--- src/rtl/wash_timer_if.sv ---
// Controller <-> wash_timer link: the controller publishes its state code and
// consumes the countdowns, wash phase, completion flag and remaining run time.
interface wash_timer_if;
   logic [2:0] state;
   logic [2:0] initTime;
   logic [2:0] finishTime;
   logic [1:0] sleepTime;
   logic [2:0] shinning;
   logic       hadFinish;
   logic [7:0] remainTime;

   modport master (
      output state,
      input  initTime,
      input  finishTime,
      input  sleepTime,
      input  shinning,
      input  hadFinish,
      input  remainTime
   );

   modport slave (
      input  state,
      output initTime,
      output finishTime,
      output sleepTime,
      output shinning,
      output hadFinish,
      output remainTime
   );
endinterface

--- src/rtl/wash_timer.sv ---
// Washer timing block: one-second tick from cp, begin/finish/sleep countdowns
// and the eight-phase wash program sequencer answering the state controller.
module wash_timer #(
   parameter int unsigned TICK_DIV = 50_000_000,
   parameter int unsigned INIT_S   = 5,
   parameter int unsigned FINISH_S = 6,
   parameter int unsigned SLEEP_S  = 3,
   parameter int unsigned FILL_S   = 2,
   parameter int unsigned WASH_S   = 5,
   parameter int unsigned SPIN_S   = 3,
   parameter int unsigned RINSE_S  = 4,
   parameter int unsigned DRAIN_S  = 2
) (
   input logic         cp,
   input logic         rst,
   wash_timer_if.slave bus
);

   typedef enum logic [2:0] {
      ST_SHUTDOWN = 3'd0,
      ST_BEGIN    = 3'd1,
      ST_SET      = 3'd2,
      ST_RUN      = 3'd3,
      ST_ERROR    = 3'd4,
      ST_PAUSE    = 3'd5,
      ST_FINISH   = 3'd6,
      ST_SLEEP    = 3'd7
   } ctrl_state_e;

   typedef enum logic [2:0] {
      PH_IDLE       = 3'd0,
      PH_FILL       = 3'd1,
      PH_WASH       = 3'd2,
      PH_SPIN       = 3'd3,
      PH_REFILL     = 3'd4,
      PH_RINSE      = 3'd5,
      PH_DRAIN      = 3'd6,
      PH_FINAL_SPIN = 3'd7
   } phase_e;

   localparam int unsigned TOTAL     = 2*FILL_S + WASH_S + 2*SPIN_S + RINSE_S + DRAIN_S;
   localparam logic [25:0] TICK_LAST = 26'(TICK_DIV - 1);
   localparam logic [7:0]  TOTAL_8   = 8'(TOTAL);
   localparam logic [2:0]  INIT_3    = 3'(INIT_S);
   localparam logic [2:0]  FINISH_3  = 3'(FINISH_S);
   localparam logic [1:0]  SLEEP_2   = 2'(SLEEP_S);

   function automatic logic [3:0] phase_len(input phase_e p);
      logic [3:0] len;
      len = '0;
      case (p)
         PH_FILL, PH_REFILL:     len = 4'(FILL_S);
         PH_WASH:                len = 4'(WASH_S);
         PH_SPIN, PH_FINAL_SPIN: len = 4'(SPIN_S);
         PH_RINSE:               len = 4'(RINSE_S);
         PH_DRAIN:               len = 4'(DRAIN_S);
         default:                len = '0;
      endcase
      return len;
   endfunction

   ctrl_state_e state_in;
   logic        changed;
   logic        tick;
   logic [2:0]  phase_inc;

   ctrl_state_e prev_state_q, prev_state_d;
   logic [25:0] tick_cnt_q,   tick_cnt_d;
   logic [2:0]  init_time_q,  init_time_d;
   logic [2:0]  finish_time_q, finish_time_d;
   logic [1:0]  sleep_time_q, sleep_time_d;
   phase_e      shinning_q,   shinning_d;
   logic [3:0]  phase_cnt_q,  phase_cnt_d;
   logic        had_finish_q, had_finish_d;
   logic [7:0]  remain_time_q, remain_time_d;

   // Tick is withheld on a state-change edge so the in-progress second restarts.
   always_comb begin
      state_in     = ctrl_state_e'(bus.state);
      changed      = (state_in != prev_state_q);
      tick         = (tick_cnt_q == TICK_LAST) && !changed;
      prev_state_d = state_in;
      tick_cnt_d   = (changed || tick) ? '0 : tick_cnt_q + 26'd1;
   end

   always_comb begin
      init_time_d   = init_time_q;
      finish_time_d = finish_time_q;
      sleep_time_d  = sleep_time_q;

      if (state_in != ST_BEGIN)          init_time_d = INIT_3;
      else if (tick && init_time_q != '0) init_time_d = init_time_q - 3'd1;

      if (state_in != ST_FINISH)            finish_time_d = FINISH_3;
      else if (tick && finish_time_q != '0) finish_time_d = finish_time_q - 3'd1;

      if (state_in != ST_SLEEP)            sleep_time_d = SLEEP_2;
      else if (tick && sleep_time_q != '0) sleep_time_d = sleep_time_q - 2'd1;
   end

   // Program sequencer: shinning_q is the phase state, phase_cnt_q the seconds left in it.
   always_comb begin
      shinning_d    = shinning_q;
      phase_cnt_d   = phase_cnt_q;
      had_finish_d  = had_finish_q;
      remain_time_d = remain_time_q;
      phase_inc     = shinning_q + 3'd1;

      case (state_in)
         ST_SHUTDOWN, ST_BEGIN, ST_SET: begin
            shinning_d    = PH_IDLE;
            phase_cnt_d   = '0;
            had_finish_d  = 1'b0;
            remain_time_d = TOTAL_8;
         end
         ST_RUN: begin
            if (shinning_q == PH_IDLE && !had_finish_q) begin
               shinning_d    = PH_FILL;
               phase_cnt_d   = phase_len(PH_FILL);
               remain_time_d = TOTAL_8;
            end else if (shinning_q != PH_IDLE && tick) begin
               if (remain_time_q != '0) remain_time_d = remain_time_q - 8'd1;
               if (phase_cnt_q > 4'd1) begin
                  phase_cnt_d = phase_cnt_q - 4'd1;
               end else if (shinning_q != PH_FINAL_SPIN) begin
                  shinning_d  = phase_e'(phase_inc);
                  phase_cnt_d = phase_len(phase_e'(phase_inc));
               end else begin
                  shinning_d    = PH_IDLE;
                  phase_cnt_d   = '0;
                  remain_time_d = '0;
                  had_finish_d  = 1'b1;
               end
            end
         end
         ST_FINISH: begin
            shinning_d   = PH_IDLE;
            phase_cnt_d  = '0;
            had_finish_d = 1'b1;
         end
         ST_ERROR, ST_PAUSE, ST_SLEEP: begin
            shinning_d = shinning_q;
         end
         default: begin
            shinning_d = shinning_q;
         end
      endcase
   end

   always_ff @(posedge cp) begin
      if (rst) begin
         prev_state_q  <= ST_SHUTDOWN;
         tick_cnt_q    <= '0;
         init_time_q   <= INIT_3;
         finish_time_q <= FINISH_3;
         sleep_time_q  <= SLEEP_2;
         shinning_q    <= PH_IDLE;
         phase_cnt_q   <= '0;
         had_finish_q  <= 1'b0;
         remain_time_q <= TOTAL_8;
      end else begin
         prev_state_q  <= prev_state_d;
         tick_cnt_q    <= tick_cnt_d;
         init_time_q   <= init_time_d;
         finish_time_q <= finish_time_d;
         sleep_time_q  <= sleep_time_d;
         shinning_q    <= shinning_d;
         phase_cnt_q   <= phase_cnt_d;
         had_finish_q  <= had_finish_d;
         remain_time_q <= remain_time_d;
      end
   end

   assign bus.initTime   = init_time_q;
   assign bus.finishTime = finish_time_q;
   assign bus.sleepTime  = sleep_time_q;
   assign bus.shinning   = shinning_q;
   assign bus.hadFinish  = had_finish_q;
   assign bus.remainTime = remain_time_q;

endmodule

--- src/flat_wrapper.sv ---
// flat-port wrapper written by rule: the top's interface ports become plain ports
module wash_timer_flat 
#(
   parameter int unsigned TICK_DIV = 50_000_000,
   parameter int unsigned INIT_S   = 5,
   parameter int unsigned FINISH_S = 6,
   parameter int unsigned SLEEP_S  = 3,
   parameter int unsigned FILL_S   = 2,
   parameter int unsigned WASH_S   = 5,
   parameter int unsigned SPIN_S   = 3,
   parameter int unsigned RINSE_S  = 4,
   parameter int unsigned DRAIN_S  = 2
)
  (cp, rst, bus_state, bus_initTime, bus_finishTime, bus_sleepTime, bus_shinning, bus_hadFinish, bus_remainTime);
  wash_timer_if bus_i ();
  input logic cp;
  input logic rst;
  input wire logic [$bits(bus_i.state)-1:0] bus_state;
  output wire logic [$bits(bus_i.initTime)-1:0] bus_initTime;
  output wire logic [$bits(bus_i.finishTime)-1:0] bus_finishTime;
  output wire logic [$bits(bus_i.sleepTime)-1:0] bus_sleepTime;
  output wire logic [$bits(bus_i.shinning)-1:0] bus_shinning;
  output wire logic [$bits(bus_i.hadFinish)-1:0] bus_hadFinish;
  output wire logic [$bits(bus_i.remainTime)-1:0] bus_remainTime;
  assign bus_i.state = bus_state;
  assign bus_initTime = bus_i.initTime;
  assign bus_finishTime = bus_i.finishTime;
  assign bus_sleepTime = bus_i.sleepTime;
  assign bus_shinning = bus_i.shinning;
  assign bus_hadFinish = bus_i.hadFinish;
  assign bus_remainTime = bus_i.remainTime;
  wash_timer #(.TICK_DIV(TICK_DIV), .INIT_S(INIT_S), .FINISH_S(FINISH_S), .SLEEP_S(SLEEP_S), .FILL_S(FILL_S), .WASH_S(WASH_S), .SPIN_S(SPIN_S), .RINSE_S(RINSE_S), .DRAIN_S(DRAIN_S)) u_core (.cp(cp), .rst(rst), .bus(bus_i));
endmodule
--- config.mk ---
export PLATFORM = sky130hd
export DESIGN_NAME = wash_timer_flat
export DESIGN_NICKNAME = d
export VERILOG_FILES = /design/src/rtl/wash_timer_if.sv /design/src/rtl/wash_timer.sv /design/src/flat_wrapper.sv
export SDC_FILE = /design/constraint.sdc
export NUM_CORES = 1
export LEC_CHECK = 0
export BUFFER_PORTS_ARGS = -buffer_cell sky130_fd_sc_hd__clkbuf_2
export CAP_MARGIN = 15
export CORE_MARGIN = 1
export CORE_UTILIZATION = 35
export CTS_CLUSTER_DIAMETER = 40
export CTS_CLUSTER_SIZE = 30
export DETAILED_ROUTE_END_ITERATION = 10
export GPL_TIMING_DRIVEN = 0
export PLACE_DENSITY = 0.5
export SYNTH_ARGS = -nofsm -noshare
export SYNTH_HDL_FRONTEND = slang
export SYNTH_SLANG_ARGS = --single-unit
--- constraint.sdc ---
create_clock -name cp -period 2.66 [get_ports cp]
set_input_delay 0.133 -clock cp [delete_from_list [all_inputs] [get_ports cp]]
set_output_delay 0.133 -clock cp [all_outputs]
set_load 0.01 [all_outputs]
======== Word level (Yosys, flattened, before mapping) ========
Index checks and enable logic that the tools add are counted.
storage, ports and cells
  register bits ........................... 53
  output and inout bits ................... 20
  input port bits ......................... 5
  logic and storage cells ................. 98
operators by class
  $add $sub $neg .......................... 7
  $lt $le $gt $ge ......................... 1
  reduce and logical (&&, ||, !) cells .... 32
  equality and inequality tests ........... 26
  multiplexer cells ....................... 22
  bitwise logic cells ..................... 1
operators with widths
  cell                                                    number
  2-to-1 mux 8 bit                                        5
  adder 26 x 1 -> 26 bit (second input constant)          1
  == test 26 bit (second input constant)                  1
  == test 3 bit (second input constant)                   8
  case mux 8 bit (2 select lines)                         1
  2-to-1 mux 3 bit                                        5
  == test 3 x 2 -> 1 bit (second input constant)          4
  2-to-1 mux 4 bit                                        3
  case mux 3 bit (4 select lines)                         1
  nonzero test 3 bit                                      4
  OR reduction 2 bit                                      5
  inequality test 3 bit (second input constant)           3
  OR reduction 3 bit                                      3
  case mux 4 bit (2 select lines)                         1
  nonzero test 8 bit                                      1
  subtractor 8 x 1 -> 8 bit (second input constant)       1
  == test 3 x 1 -> 1 bit (second input constant)          2
  logical AND 1 bit                                       6
  logical NOT 3 bit                                       2
  inequality test 2 bit (second input constant)           3
  inequality test 3 x 1 -> 1 bit (second input constant)  2
  case mux 3 bit (2 select lines)                         1
  nonzero test 2 bit                                      3
  subtractor 3 x 1 -> 3 bit (second input constant)       2
  other kinds (16)                                        21

======== Longest topological paths before layout ========
  depth in word-level cells ............... 9
  gate-level depth with buffers ........... 8
  depth with buffers taken out ............ 7

======== Least setup slack after synthesis ========
OpenSTA, ideal clock, no wires.
  path type ............................... reg-to-reg
  start ................................... reg u_core.shinning_q[0], in the netlist u_core.bus.shinning[0]
  end ..................................... reg u_core.remain_time_q[1], in the netlist u_core.bus.remainTime[1]
  setup time .............................. 0.117 ns
  period minus slack after synthesis ...... 2.242 ns
  buffers on the path ..................... 1
  arrival ................................. 2.125 ns
  cell stages (with the launch flop) ...... 8
  setup slack ............................. 0.418 ns
  cells stage by stage .................... dfxtp_1 > inv_1 > ha_1 > nor2b_1 > or4_1 > buf_2 > a221o_1 > a32o_1
between the ends
  cells in the longest elaborated chain, start to end .. 6
RTL lines
  what                             RTL line           source
  from (decl)                      wash_timer.sv:72   phase_e shinning_q, shinning_d;
  from (signal assigned)           wash_timer.sv:167  shinning_q <= shinning_d;
  inequality test 3 bit            wash_timer.sv:125  end else if (shinning_q != PH_FINAL_SPIN) begin
  2-to-1 mux 8 bit                 wash_timer.sv:125
  2-to-1 mux 8 bit                 wash_timer.sv:123  if (phase_cnt_q > 4'd1) begin
  2-to-1 mux 8 bit                 wash_timer.sv:121  end else if (shinning_q != PH_IDLE && tick) begin
  2-to-1 mux 8 bit                 wash_timer.sv:117  if (shinning_q == PH_IDLE && !had_finish_q) begin
  case mux 8 bit (2 select lines)  wash_timer.sv:109  case (state_in)
  to (signal assigned)             wash_timer.sv:170  remain_time_q <= remain_time_d;
  to (decl)                        wash_timer.sv:75   logic [7:0] remain_time_q, remain_time_d;
Several ways; a longest one is shown, not always the timed one. The select of a mux whose other input is x is not followed.
A chain may end at the register's enable or synchronous reset.

======== Worst setup path in the final report ========
  start ................................... reg u_core.tick_cnt_q[0]
  end ..................................... reg u_core.remain_time_q[1], in the netlist u_core.bus.remainTime[1]
between the ends
  cells in the longest elaborated chain, start to end .. 5
RTL lines
  what                                             RTL line           source
  from (decl)                                      wash_timer.sv:68   logic [25:0] tick_cnt_q, tick_cnt_d;
  from (signal assigned)                           wash_timer.sv:163  tick_cnt_q <= tick_cnt_d;
  == test 26 bit                                   wash_timer.sv:81   tick = (tick_cnt_q == TICK_LAST) && !changed;
  logical AND 1 bit                                wash_timer.sv:81
  logical AND 1 bit                                wash_timer.sv:121
  inequality test 3 x 1 -> 1 bit (no source line)  n/a
  AND reduction 2 bit (no source line)             n/a
Every way passes these cells.

==> impl_results.md <==
* Max clock buf depth at 2
* Cell count of the worst hold path at 3
* Pin count of the biggest net entering global routing at 18
* Final core occ at 0.4095
* Worst IR drop on VDD at 210.5 uV
* Post-Syn Area at 3032 um2
* Post-synthesis mux area share at 0.02641
* DR DRC count at 0
* CP Data Required Time at ~2900 ps
* Reg2Reg Setup Slack at 210 ps
* RePlAce Congestion at between 0.7 and 0.8
* # H-tree levels at 2
* CTS root buf: clkbuf_8
* DRT iter0 DRCs at 100
* Die Ht at roughly 95 um
* DR vias/cell at roughly 5.3
* Drt first pass iters at 4
* Full die area at around 9000 um2
* Unique masters post-synth at 50
* # Max-Cap Violations at 0
* Pwr Total at 0.001455 W
* Cells after Synth at 368
* Top cell type's share of synthesized area at 0.3500
* Via count of the first global-routing pass at 2488
* Die Wd at roughly 95 um
* Mapped Nets at a little under 400
* GRT Util Overall at 0.1653
* Worst reg2reg endpoint: u_core.bus.remainTime[1]
* Post-Synth Adder-Cell Area at 0.06603
* Hold WC Path Type: input pin to flop
* Clk pin slew, worst setup/hold paths at roughly 100 ps
* Lkg Pwr at 1.274 nW
* RSZ-0062 raised after global routing: false
* Top Metal Used: met4
* Tightest Pin Transition at 822.2 ps
* Worst-path maximum fanout at 9
* Clock Latency Late Sink at 320 ps
* Post-Syn Area per Cell at approximately 8.2 um2
* Post-route ant nets at 0
* Routed via count at about 2600
* Clk sink count at 53
* Initial Util at 0.3653
* Hold Fails Final Rpt at 0
* WL/cell at roughly 14 um
* Crit path DAT at roughly 2700 ps
* Largest family of logic cells by synthesized area: simple AND/OR/NAND/NOR gates
* Num rows at 33
* Commonest cells in the netlist: dfxtp_1 (53), nor2_1 (43), nand2_1 (31)
* Crit path kind: flop to flop
* Critical-path top delay cell: or4_1
* Synth area leaders: dfxtp_1 (35%), ha_1 (6.6%), xor2_1 (5.5%)
* Max-slew headroom at the worst pin at 0.4476
* # diodes at 0
* Startpoint types: flop
* Status: finished, final reports clean
* Fraction of layout cells with a size suffix above 1 at 0.1106
* Compound-Gate Fraction of Synth Area at 0.1131
* Met2 routed WL at about 3200 um
* Largest stage delay, worst path at approximately 480 ps
* R2R cell count at 8
* Routed WL at ~7000 um
* Synth area leader: dfxtp_1
* Clock Skews at 8.544 ps
* Crit path to: u_core.bus.remainTime[1]
* I/O Buffers at 20
* Top-count cell post-synth: dfxtp_1
* CP Capture Type: flop
* Prevailing post-synth register cell: dfxtp_1
* Initial antenna violation count at 0
* Power per cell area at between 400 and 500 nW/um2
* Post-Synth Simple-Gate Area at 0.3050
* EDFF count, synth at 0
* Total CTS buffers at 5
* Final Max Slew Viols at 0
* Reg-to-reg startpoint: u_core.tick_cnt_q[0]
* Sequential share of the synthesized area at 0.3500
* Async set or reset register ratio after synthesis at 0
* Synth Area in XOR/XNOR at 0.08956
* Syn. warnings at 0
* Layout overhead on the synthesized area at 12.09%
* Worst-path cell chain: ha_1 -> and4_1 -> buf_4 -> nand2_2 -> or4_1 -> buf_2 -> a221o_1 -> a32o_1
* CTS tree: built
* Met3 wire length at around 260 um
* Core Box Area at around 8300 um2
* WL met1 at 3578 um
* Finish-stage setup viols at 0
* Final min period at between 2000 and 2500 ps
* Hold_sp: bus_state[1]
* HPWL after DPL at 5202 um
* FF+latch count, synth at 53
* # IOs at 25
* Nets at about 420
* Gr ovfl total at 0
* Fmax at ~410 MHz
* First-pass GRT wire length at 11790 um
* Final period utilization at 0.9228
* Crit path from: u_core.tick_cnt_q[0]
==> report_power, final <==
part,switching (W),internal [W],leakage (nW)
clock,0.000295,0.000217,0.0518
combinational,0.0000854,0.0000463,0.794
sequential,0.00000935,0.000802,0.429
==> layout by cell type, fill, tap and decap left out, types with 4 or more instances in the layout <==
| master | netlist | final |
|---|---|---|
| xor2_1 | 19 | 19 |
| clkbuf_8 | 0 | 6 |
| clkbuf_2 | 0 | 20 |
| nor3_1 | 13 | 13 |
| nor2_1 | 43 | 43 |
| ha_1 | 16 | 16 |
| nand3_1 | 21 | 20 |
| and3_1 | 8 | 8 |
| inv_1 | 23 | 23 |
| dfxtp_1 | 53 | 53 |
| xnor2_1 | 12 | 12 |
| clkbuf_1 | 9 | 9 |
| mux2i_1 | 8 | 8 |
| a31oi_1 | 7 | 7 |
| nand2b_1 | 7 | 7 |
| o211ai_1 | 6 | 6 |
| buf_2 | 4 | 4 |
| nand4_1 | 13 | 13 |
| nor4_1 | 6 | 5 |
| nor2b_1 | 4 | 4 |
| a21oi_1 | 6 | 6 |
| o21ai_0 | 12 | 12 |
| nand2_1 | 31 | 30 |
| and4_1 | 6 | 6 |
==> layout make-up <==
type / instances / area [um2]
clock inverters: 2 / 17.52
fillers: 837 / 4901
well taps: 105 / 131.4
inverters: 23 / 86.33
clock buffers: 6 / 82.58
repair buffers: 22 / 115.1
plain buffers: 15 / 65.06
flip-flops and latches: 53 / 1061
multi-input cells: 277 / 1839
==> critical path: cells and delay by family, from the launching register on <==
family | cells | cell delay, ps
compound gates | 2 | 580
fa+ha+maj | 1 | 240
buf+inv | 2 | 360
flops | 1 | 390
simple gates | 3 | 800
==> worst min path at each step <==
stage / slack, ps / endpoint
floorplan: 430 / u_core.tick_cnt_q[0]
global placement: 450 / u_core.tick_cnt_q[0]
detailed placement: 450 / u_core.tick_cnt_q[0]
CTS: 150 / u_core.prev_state_q[1]
global route: 180 / u_core.prev_state_q[1]
finish: 170 / u_core.prev_state_q[1]
==> sequential cells by signal, summed over array words and instances (netlist names) <==
register / count
u_core.phase_cnt_q: 4
u_core.bus.shinning: 3
u_core.tick_cnt_q: 26
u_core.bus.sleepTime: 2
u_core.prev_state_q: 3
u_core.bus.finishTime: 3
u_core.bus.initTime: 3
u_core.bus.remainTime: 8
u_core.bus.hadFinish: 1
==> stage by stage <==
stage               area, um2  std cells  setup TNS (ps)  hold WS [ps]  worst slack (ps)
CTS                      3369        501               0         152.4             120.9
finish                   3398        503               0         171.0             205.3
global placement         3263        493          -170.5         446.9            -81.71
global route             3398        503               0         175.6             40.32
floorplan                3032        368               0         430.5             418.0
detailed placement       3263        493          -15.72         451.4            -15.72
==> timing repair <==
| item | in CTS | in global routing |
|---|---|---|
| setup buffers | 0 | 2 |
| setup endpoints to repair | 2 | 9 |
| resized for setup | 1 | 3 |
| hold buffers | 0 | 0 |
| hold endpoints to repair | 0 | 0 |
| pin swaps | 0 | 2 |
==> routing by layer <==
| metal | vias to the layer above | global-route usage |
|---|---|---|
| met5 | - | 0 |
| met4 | 0 | 0.04419 |
| met3 | 2 | 0.03110 |
| met1 | 1230 | 0.2303 |
| li1 | 1369 | - |
| met2 | 44 | 0.2595 |
==> cell families after synthesis <==
group / after synthesis
mux: 8
buf+inv: 38
flops: 53
simple gates: 172
fa+ha+maj: 16
compound gates: 50
xor+xnor: 31
Note: power is estimated with default switching activity, not from simulation.
